<file path="src/rtl/led_frame_sequencer.sv">
`timescale 1ns/1ps
`default_nettype none
// ============================================================================
// Module   : led_frame_sequencer
// Brief    : Sequences per-LED GRB words from a colour table into the WS2812B
//            shift/NZR datapath, then holds the latch gap. Optional continuous
//            refresh is enabled with the LED_AUTO_REFRESH_EN macro.
// Revision : 1.0 - initial release
// ============================================================================
module led_frame_sequencer #(
    parameter int MAX_LEDS     = 8,
    parameter int AW           = 3,
    parameter int LATCH_CYCLES = 28100,
    parameter int CW           = 15
) (
    input  logic          clk,
    input  logic          reset,
    input  logic          wr_en_i,
    input  logic [AW-1:0] wr_addr_i,
    input  logic [23:0]   wr_data_i,
    input  logic [AW:0]   num_leds_i,
    input  logic          start_i,
    input  logic          stop_i,
    output logic [23:0]   grb_word_o,
    output logic          load_word_o,
    input  logic          word_done_i,
    output logic          busy_o,
    output logic          frame_done_o
);

    localparam logic [1:0]    S_IDLE       = 2'd0;
    localparam logic [1:0]    S_LOAD       = 2'd1;
    localparam logic [1:0]    S_SEND       = 2'd2;
    localparam logic [1:0]    S_LATCH      = 2'd3;
    localparam logic [AW:0]   C_MAX_N      = (AW+1)'(MAX_LEDS);
    localparam logic [CW-1:0] C_LATCH_LAST = CW'(LATCH_CYCLES - 1);

    logic [1:0]    state_q, state_d;
    logic [AW-1:0] idx_q,   idx_d;
    logic [AW:0]   n_q,     n_d;
    logic [CW-1:0] latch_q, latch_d;
    logic [23:0]   grb_q,   grb_d;
    logic [23:0]   table_q [MAX_LEDS];

    logic [AW:0]   w_n_capped;
    logic          w_last_word;
    logic          w_latch_end;
    logic          w_wr_ok;
    logic          w_refresh;
    logic [23:0]   w_rd;

    assign w_n_capped  = (num_leds_i > C_MAX_N) ? C_MAX_N : num_leds_i;
    assign w_last_word = ({1'b0, idx_q} == (n_q - (AW+1)'(1)));
    assign w_latch_end = (latch_q == C_LATCH_LAST);
    assign w_wr_ok     = ({1'b0, wr_addr_i} < C_MAX_N);
    assign w_rd        = table_q[idx_q];

`ifdef LED_AUTO_REFRESH_EN
    logic stop_seen_q;

    // Sticky stop request; the frame in flight finishes before returning to IDLE.
    always_ff @(posedge clk or posedge reset) begin
        if (reset) begin
            stop_seen_q <= 1'b0;
        end else if (state_q == S_IDLE) begin
            stop_seen_q <= 1'b0;
        end else if (stop_i) begin
            stop_seen_q <= 1'b1;
        end
    end

    assign w_refresh = !(stop_seen_q || stop_i);
`else
    logic w_unused_stop;
    assign w_unused_stop = stop_i;
    assign w_refresh     = 1'b0;
`endif

    // Colour table is deliberately not reset.
    always_ff @(posedge clk) begin
        if (wr_en_i && w_wr_ok) begin
            table_q[wr_addr_i] <= wr_data_i;
        end
    end

    always_ff @(posedge clk or posedge reset) begin
        if (reset) begin
            state_q <= S_IDLE;
            idx_q   <= '0;
            n_q     <= '0;
            latch_q <= '0;
            grb_q   <= '0;
        end else begin
            state_q <= state_d;
            idx_q   <= idx_d;
            n_q     <= n_d;
            latch_q <= latch_d;
            grb_q   <= grb_d;
        end
    end

    always_comb begin
        state_d = state_q;
        idx_d   = idx_q;
        n_d     = n_q;
        latch_d = latch_q;
        grb_d   = grb_q;
        case (state_q)
            S_IDLE: begin
                if (start_i) begin
                    n_d     = w_n_capped;
                    idx_d   = '0;
                    latch_d = '0;
                    state_d = (w_n_capped != '0) ? S_LOAD : S_LATCH;
                end
            end
            S_LOAD: begin
                grb_d   = w_rd;
                state_d = S_SEND;
            end
            S_SEND: begin
                if (word_done_i) begin
                    if (w_last_word) begin
                        latch_d = '0;
                        state_d = S_LATCH;
                    end else begin
                        idx_d   = idx_q + AW'(1);
                        state_d = S_LOAD;
                    end
                end
            end
            default: begin
                latch_d = latch_q + CW'(1);
                if (w_latch_end) begin
                    latch_d = '0;
                    if (w_refresh) begin
                        n_d     = w_n_capped;
                        idx_d   = '0;
                        state_d = (w_n_capped != '0) ? S_LOAD : S_LATCH;
                    end else begin
                        state_d = S_IDLE;
                    end
                end
            end
        endcase
    end

    // The table is read combinationally in LOAD so a write one cycle earlier is seen.
    always_comb begin
        load_word_o  = (state_q == S_LOAD);
        busy_o       = (state_q != S_IDLE);
        frame_done_o = (state_q == S_LATCH) && w_latch_end;
        grb_word_o   = (state_q == S_LOAD) ? w_rd : grb_q;
    end

endmodule
`default_nettype wire
</file>
<file path="config.mk">
export PLATFORM = sky130hd
export DESIGN_NAME = led_frame_sequencer
export DESIGN_NICKNAME = d
export VERILOG_FILES = /design/src/rtl/led_frame_sequencer.sv
export SDC_FILE = /design/constraint.sdc
export NUM_CORES = 1
export LEC_CHECK = 0
export CAP_MARGIN = 20
export CORE_MARGIN = 3
export CORE_UTILIZATION = 50
export DETAILED_ROUTE_END_ITERATION = 12
export PLACE_DENSITY = 0.72
export SKIP_CTS_REPAIR_TIMING = 1
export SYNTH_ARGS = -nofsm -noshare
export SYNTH_HDL_FRONTEND = slang
export SYNTH_SLANG_ARGS = --single-unit
</file>
<file path="constraint.sdc">
create_clock -name clk -period 1.92 [get_ports clk]
set_input_delay 0.576 -clock clk [delete_from_list [all_inputs] [get_ports clk]]
set_output_delay 0.576 -clock clk [all_outputs]
set_load 0.01 [all_outputs]
</file>
==> flow_summary.toml, run 1 <==
[logic_synthesis]
async_flop_share_pct = 20.0
synth_edf_count = 192
synth_nets = 573
yosysTopAreaCellShare_pct = 60.1
synthFlopType = "edfxtp_1"
syn_area_um2 = 9590
yosys.cell_types.count = 54
postSynthCellCount = 533
synth_seq_cells = 240
synth-seq-area-share_pct = 72.7
yosysWarnings = 0
ys_top_cells_by_area = "edfxtp_1, dfrtp_1, mux4_2, mux2i_1, o21ai_0"
syn_avg_cell_area_um2 = 18.0
yosys.area.top_type = "edfxtp_1"

[die]
initial_core_util_pct = 51.1
boundaryPins = 64
die_w_um = 144
coreArea_um2 = 18800
dieArea_um2 = 20900
rows = 50
die_h_um = 144

[power_and_ir_drop]
p_int_uw = 12600
power_uw = 18100
netSwitchingPower_uw = 5500
p_leak_uw = 0.00452
power.share.combinational_pct = 37.5
swShare_pct = 30.4
p_per_area_nw_per_um2 = 1450
ir_worst_vdd_uv = 1090
clock_power_share_pct = 27.0
seqPwrFrac_pct = 35.5

[clock_network]
clock_sinks = 240
htree_levels = 1
cts_tree = "built"
clk_pin_slew_ns = 0.06
clk_latency_ns = 0.53
cts_made_buffers = 25
clock_path_buffers = 3
cts_root_buffer = "clkbuf_16"

[grt]
grt_pass1_vias = 5406
antenna_found_initial = 0
grt_first_pass_wirelength_um = 30400
grt-ovfl-total = 0
grt_max_degree = 33
grt_usage_pct = 19.4

[detailed_routing]
drt_wl_total_um = 21500
vias = 5475
first_pass_iters = 4
wire_per_inst_um = 22.8
ant_nets = 0
via_per_inst = 5.81
drt_iter0_markers = 384
route.detailed.drc = 0

[placement]
port_buffers = 62
gp_congestion = 0.807
dp.cells = 866
place_area_um2 = 11100
place_hpwl_um = 11800

[final_layout]
instances_no_fill = 943
final_common_cell = "edfxtp_1"
layout-drive-gt1-share_pct = 39.4
layout.cell_area.non_filler_um2 = 12500
finalNetCount = 729
layout_common_cells = "edfxtp_1, buf_4, mux4_2"
utilization_pct = 66.5
area_delta_synth_final_pct = 30.1

[setup_path]
required_ns = 1.34
cp-start-kind = "flop"
worst-setup-path-type = "reg -> out"
crit_arrival_ns = 2.27
crit_fanout = 8
end_kind = "primary output"

[timing]
drv_slew = 0
fin_crit_sh_pct = 148
finalHoldViolCount = 0
rsz0062_at_grt = "true"
layout_min_cycle_time_ns = 2.85
max_freq_mhz = 351
finClkSkew_ns = 0.0286
setup_viol = 46
fin_tns_setup_ns = -24.65
slew_headroom_pct = 68.7
worst_slack_ns = -0.926
worst_pin_slew_ns = 0.469

[run]
maxCapViolCount = 0

[run_status]
status = "finished with violations"
violations = "negative setup slack"

[worst_hold_path]
min_path_type = "in -> async"
==> Yosys cell counts (4+ instances only) <==
library cell	instances
buf_6	4
buf_2	9
dfrtp_1	48
nand2b_1	9
nor2_1	10
a211o_1	7
mux2i_1	25
o21ai_0	38
nand2_1	42
nor3_1	9
a21o_1	5
inv_1	8
clkbuf_1	13
edfxtp_1	192
nand3_1	8
mux4_2	48
==> critical path, stage by stage, from the launching register on <==
cell	delay (ns)
dfrtp_4	0.43
buf_12	0.15
clkbuf_16	0.18
mux4_2	0.50
mux2i_2	0.21
o21ai_2	0.12
clkbuf_2	0.14
==> per-layer routing <==
layer | GRT usage [%] | wire, µm
met5 | 0 | 0
met4 | 5.11 | 427
met3 | 3.27 | 1050
met2 | 33.6 | 11500
met1 | 25.6 | 8580
==> power by group through the flow <==
stage | combinational [µW] | sequential [µW] | clock [µW]
floorplan | 3500 | 6440 | 0
finish | 6770 | 6410 | 4870
global route | 7250 | 6460 | 5200
CTS | 5430 | 6430 | 4970
detailed placement | 5380 | 6520 | 0
global placement | 5270 | 6500 | 0
==> registers in the layout, indices dropped and copies added, names as in the netlist <==
signal	count
state_q	2
latch_q	15
grb_q	24
idx_q	3
table_q	192
n_q	4
==> logic make-up (layout without fill, tap and decap cells) <==
family	Yosys count	after routing	share of synthesized area, %
buf+inv	36	209	1.84
compound gates	70	71	4.75
mux	75	75	14.2
xor+xnor	3	3	0.274
flops	240	240	72.7
simple gates	106	107	5.92
other cells	0	1	0
fa+ha+maj	3	3	0.392
==> worst paths after layout <==
| check | startpoint | to | slack (ns) | cells past startpoint |
|---|---|---|---|---|
| max reg2reg | idx_q[0]$_DFFE_PP0P_ | latch_q[6]$_DFFE_PP0P_ | -0.26 | 10 |
| max in group asynchronous | reset | latch_q[5]$_DFFE_PP0P_ | 1.06 | 3 |
| min | reset | grb_q[23]$_DFF_PP0_ | 0.34 | 2 |
| min reg2reg | grb_q[22]$_DFF_PP0_ | grb_q[22]$_DFF_PP0_ | 0.48 | 2 |
| min in group clk | grb_q[22]$_DFF_PP0_ | grb_q[22]$_DFF_PP0_ | 0.48 | 2 |
| max | idx_q[0]$_DFFE_PP0P_ | grb_word_o[20] | -0.93 | 6 |
==> through the flow <==
stage	hold slack, ns	worst slack [ns]
floorplan	0.469	-0.298
global placement	0.448	-0.677
detailed placement	0.482	-0.711
CTS	0.341	-1.35
global route	0.349	-0.978
finish	0.338	-0.926
==> area by class of cell <==
type | instances | area (µm²)
Sequential cell | 240 | 6970
Fill cell | 1208 | 6290
Multi-Input combinational cell | 259 | 2750
Timing Repair Buffer | 155 | 1570
Clock buffer | 30 | 674
Tap cell | 234 | 293
Clock inverter | 16 | 174
Inverter | 8 | 35.0
Antenna cell | 1 | 2.50
Note: power is estimated with default switching activity, not from simulation.
==> inputs of run 2 (changes only) <==
--- a/config.mk
+++ b/config.mk
@@ -7,9 +7,9 @@
 export LEC_CHECK = 0
 export CAP_MARGIN = 20
 export CORE_MARGIN = 3
-export CORE_UTILIZATION = 50
+export CORE_UTILIZATION = 53
 export DETAILED_ROUTE_END_ITERATION = 12
-export PLACE_DENSITY = 0.72
+export PLACE_DENSITY = 0.76
 export SKIP_CTS_REPAIR_TIMING = 1
 export SYNTH_ARGS = -nofsm -noshare
 export SYNTH_HDL_FRONTEND = slang
==> flow_summary.toml, run 2 (same netlist as run 1, synthesis figures left out) <==
[timing]
drv_slew = 0
layout_min_cycle_time_ns = 2.82
rsz0062_at_grt = "true"
finalHoldViolCount = 0
worst_slack_ns = -0.903
slew_headroom_pct = 71.3
setup_viol = 46
fin_crit_sh_pct = 147
finClkSkew_ns = 0.00900
worst_pin_slew_ns = 0.429
max_freq_mhz = 354

[power_and_ir_drop]
ir_worst_vdd_uv = 920
p_leak_uw = 0.00448
p_per_area_nw_per_um2 = 1440
power_uw = 17800

[final_layout]
layout-drive-gt1-share_pct = 37.7
utilization_pct = 70.8
final_common_cell = "edfxtp_1"
fillers = 1043
antenna-diode-count = 0
finalNetCount = 733
largest-register = "table_q"
instances_no_fill = 936
largest_reg_flops = 192
area_delta_synth_final_pct = 29.1
layout_common_cells = "edfxtp_1, buf_4, mux4_2"
largestRegisters = "table_q: 192 flops, grb_q: 24 flops, latch_q: 15 flops"

[grt]
antenna_found_initial = 0
grt_max_degree = 49
grt_pass1_vias = 5759
grt-ovfl-total = 0
grt_first_pass_wirelength_um = 31600
grt_usage_pct = 20.6

[clock_network]
clk_pin_slew_ns = 0.06
clock_path_buffers = 3
htree_levels = 1
cts_root_buffer = "clkbuf_16"
cts_tree = "built"
clock_sinks = 240
cts_made_buffers = 25
clk_latency_ns = 0.53

[setup_path]
crit_chain = "buf_12, buf_6, mux4_2, mux2i_1, o21ai_1, clkbuf_2"
crit_fanout = 7
cpPeakStageDelay_ns = 0.52
reg2reg_from = "idx_q[0]$_DFFE_PP0P_"
cp-start-kind = "flop"
ff2ff_path_depth = 9
rrSetupSlack_ns = -0.27
required_ns = 1.34
crit_arrival_ns = 2.25
end_kind = "primary output"
r2r-end = "latch_q[7]$_DFFE_PP0P_"
cp_slowest_cell = "mux4_2"
worst-setup-path-type = "reg -> out"

[placement]
port_buffers = 62
dp.cells = 864
gp_congestion = 0.829
place_hpwl_um = 12500

[run_status]
status = "finished with violations"
violations = "negative setup slack"

[die]
rows = 48
boundaryPins = 64
die_h_um = 141
dieArea_um2 = 19700
die_w_um = 141
initial_core_util_pct = 54.9
coreArea_um2 = 17500

[detailed_routing]
wire_per_inst_um = 23.1
vias = 5541
via_per_inst = 5.92
route.detailed.drc = 0
first_pass_iters = 4
ant_nets = 0
drt_iter0_markers = 375
drt_wl_total_um = 21700

[run]
maxCapViolCount = 0

[worst_hold_path]
min_path_type = "in -> async"
[run 2: cell types whose count changed in the layout (fill, tap and decap cells not counted), sizes merged]
| cell | change |
|---|---|
| buf | +6 |
| clkbuf | +5 |
| clkinv | -2 |
| clkinvlp | -2 |
| dlymetal6s2s | -2 |
| a21oi | -1 |
| bufinv | -1 |
| diode | -1 |
[run 2: layer usage]
metal / vias to the layer above / wire length, µm / GRT usage, %
met5: - / 0 / 0
met4: 0 / 410 / 4.18
met3: 31 / 1350 / 3.35
met2: 214 / 11200 / 35.4
met1: 2859 / 8730 / 28.2
li1: 2437 / - / -
[run 2: cell type report]
cell class | instances | area (µm²) | share of cell area [%]
well taps | 225 | 282 | 2.27
multi-input cells | 258 | 2680 | 21.6
clock buffers | 34 | 699 | 5.65
flip-flops and latches | 240 | 6970 | 56.3
clock inverters | 11 | 130 | 1.05
repair buffers | 160 | 1580 | 12.8
inverters | 8 | 35.0 | 0.283
[run 2: worst max path at each step]
stage	from	endpoint	slack [ns]	cells past startpoint
finish	idx_q[0]$_DFFE_PP0P_	grb_word_o[21]	-0.90	6
global route	idx_q[0]$_DFFE_PP0P_	grb_word_o[0]	-0.95	6
CTS	idx_q[0]$_DFFE_PP0P_	grb_word_o[21]	-1.28	5
detailed placement	idx_q[0]$_DFFE_PP0P_	grb_word_o[6]	-0.69	5
global placement	idx_q[0]$_DFFE_PP0P_	grb_word_o[6]	-0.66	5
floorplan	wr_addr_i[2]	table_q[2][0]$_DFFE_PP_	-0.30	2
[run 2: critical path: cells and delay by family (launching register included)]
family / cells / cell delay, ns
AO/OA/AOI/OAI: 1 / 0.13
flip-flops: 1 / 0.43
multiplexers: 2 / 0.72
buffers and inverters: 3 / 0.44
[run 2: stage by stage]
stage | hold WS [ns] | area [µm²] | worst slack [ns] | setup TNS, ns
floorplan | 0.469 | 9700 | -0.298 | -33.29
global route | 0.477 | 12400 | -0.953 | -27.08
global placement | 0.449 | 11100 | -0.660 | -31.27
finish | 0.454 | 12400 | -0.903 | -23.59
detailed placement | 0.463 | 11100 | -0.686 | -41.19
CTS | 0.464 | 12000 | -1.28 | -34.55
[run 2: power by group]
| part | leakage, µW | internal, µW | switching [µW] |
|---|---|---|---|
| Combinational | 0.00172 | 3400 | 3220 |
| Clock | 0.000402 | 2840 | 1970 |
| Sequential | 0.00236 | 6160 | 243 |
==> inputs of run 3 (changes only) <==
--- a/config.mk
+++ b/config.mk
@@ -6,7 +6,7 @@
 export NUM_CORES = 1
 export LEC_CHECK = 0
 export CAP_MARGIN = 20
-export CORE_MARGIN = 3
+export CORE_MARGIN = 10
 export CORE_UTILIZATION = 53
 export DETAILED_ROUTE_END_ITERATION = 12
 export PLACE_DENSITY = 0.76
==> flow_summary.toml, run 3 (same netlist as run 1, synthesis figures left out) <==
[run_status]
status = "finished with violations"
violations = "negative setup slack"

[detailed_routing]
ant_nets = 0
vias = 5651
via_per_inst = 5.93
drt_iter0_markers = 485
drt_wl_total_um = 23000
route.detailed.drc = 0
first_pass_iters = 5
wire_per_inst_um = 24.2

[setup_path]
required_ns = 1.34
crit_fanout = 7
cp_slowest_cell = "dfrtp_4"
r2r-end = "latch_q[13]$_DFFE_PP0P_"
worst-setup-path-type = "reg -> out"
crit_arrival_ns = 2.39
cpPeakStageDelay_ns = 0.52
cp-startpoint = "idx_q[0]$_DFFE_PP0P_"
rrSetupSlack_ns = -0.27
reg2reg_from = "idx_q[1]$_DFFE_PP0P_"
crit_chain = "buf_12, buf_16, buf_4, mux4_2, mux2i_2, o21ai_2, buf_2"
cp-start-kind = "flop"
end_kind = "primary output"
ff2ff_path_depth = 9

[final_layout]
largest_reg_flops = 192
instances_no_fill = 953
layout_common_cells = "edfxtp_1, buf_4, mux4_2"
antenna-diode-count = 0
fillers = 1048
largestRegisters = "table_q: 192 flops, grb_q: 24 flops, latch_q: 15 flops"
largest-register = "table_q"
layout-drive-gt1-share_pct = 41.0
multi_input_area_um2 = 2760
finalNetCount = 746
final_common_cell = "edfxtp_1"
area_delta_synth_final_pct = 32.3
seqCellArea_um2 = 6970

[grt]
grt_pass1_vias = 5767
antenna_found_initial = 0
grt_first_pass_wirelength_um = 32500
grt_max_degree = 20
grt-ovfl-total = 0
grt_usage_pct = 17.1

[timing]
rsz0062_at_grt = "true"
finalHoldViolCount = 0
worst_slack_ns = -1.05
worst_pin_slew_ns = 0.356
finClkSkew_ns = 0.0266
timing.hold.ws_ns = 0.332
drv_slew = 0
layout_min_cycle_time_ns = 2.97
slew_headroom_pct = 76.3
setup_viol = 46
max_freq_mhz = 337
fin_crit_sh_pct = 154

[clock_network]
cts_root_buffer = "clkbuf_16"
htree_levels = 1
clock_path_buffers = 3
clk_latency_ns = 0.53
clk_pin_slew_ns = 0.06
cts_tree = "built"
cts_made_buffers = 24
clock_sinks = 240

[placement]
place_hpwl_um = 12900
dp.cells = 872
port_buffers = 62
gp_congestion = 0.853
dp_slack_ns = -0.670

[die]
boundaryPins = 64
rows = 49
coreArea_um2 = 17900
die_w_um = 155
initial_core_util_pct = 53.6
dieArea_um2 = 23900
die_h_um = 155

[power_and_ir_drop]
ir_worst_vdd_uv = 942
p_leak_uw = 0.00461
p_per_area_nw_per_um2 = 1460

[worst_hold_path]
min_path_type = "in -> async"

[run]
maxCapViolCount = 0
## run 3: report_power, final
group	total (µW)	switching [µW]	internal (µW)
clock	5060	1950	3110
sequential	6430	263	6170
combinational	7090	3460	3630
total	18600	5670	12900
## run 3: worst max-delay path by stage
| stage | endpoint | slack [ns] |
|---|---|---|
| floorplan | table_q[2][0]$_DFFE_PP_ | -0.30 |
| global placement | grb_word_o[23] | -0.67 |
| global route | grb_word_o[7] | -1.11 |
| detailed placement | grb_word_o[6] | -0.67 |
| finish | grb_word_o[7] | -1.05 |
| CTS | grb_word_o[6] | -1.28 |
## run 3: metal layers
| metal | global-route usage, % | wire [µm] |
|---|---|---|
| met2 | 29.2 | 11600 |
| met5 | 0 | 0 |
| met1 | 22.0 | 9150 |
| met4 | 4.36 | 667 |
| met3 | 3.16 | 1580 |
## run 3: per-stage QoR
stage / power (µW) / instance area (µm²) / setup TNS [ns] / utilization (%)
floorplan: 9930 / 9700 / -33.29 / -
global placement: 11900 / 11200 / -31.20 / 62.5
detailed placement: 12000 / 11200 / -38.82 / 62.5
CTS: 17200 / 12100 / -32.73 / 67.3
global route: 19400 / 12700 / -28.66 / 70.8
finish: 18600 / 12700 / -25.50 / 70.8
## run 3: critical path, delay by kind of cell (launching register included)
kind / cells / cell delay [ns]
AOI/OAI and AO/OA: 1 / 0.10
DFF: 1 / 0.52
buffers and inverters: 4 / 0.58
muxes: 2 / 0.66
## run 3: cell type report
cell class	instances	share of cell area, %
Inverter	8	0.276
Multi-Input combinational cell	257	21.7
Timing Repair Buffer	175	14.0
Sequential cell	240	55.0
Clock inverter	16	1.93
Tap cell	229	2.26
Clock buffer	28	4.85
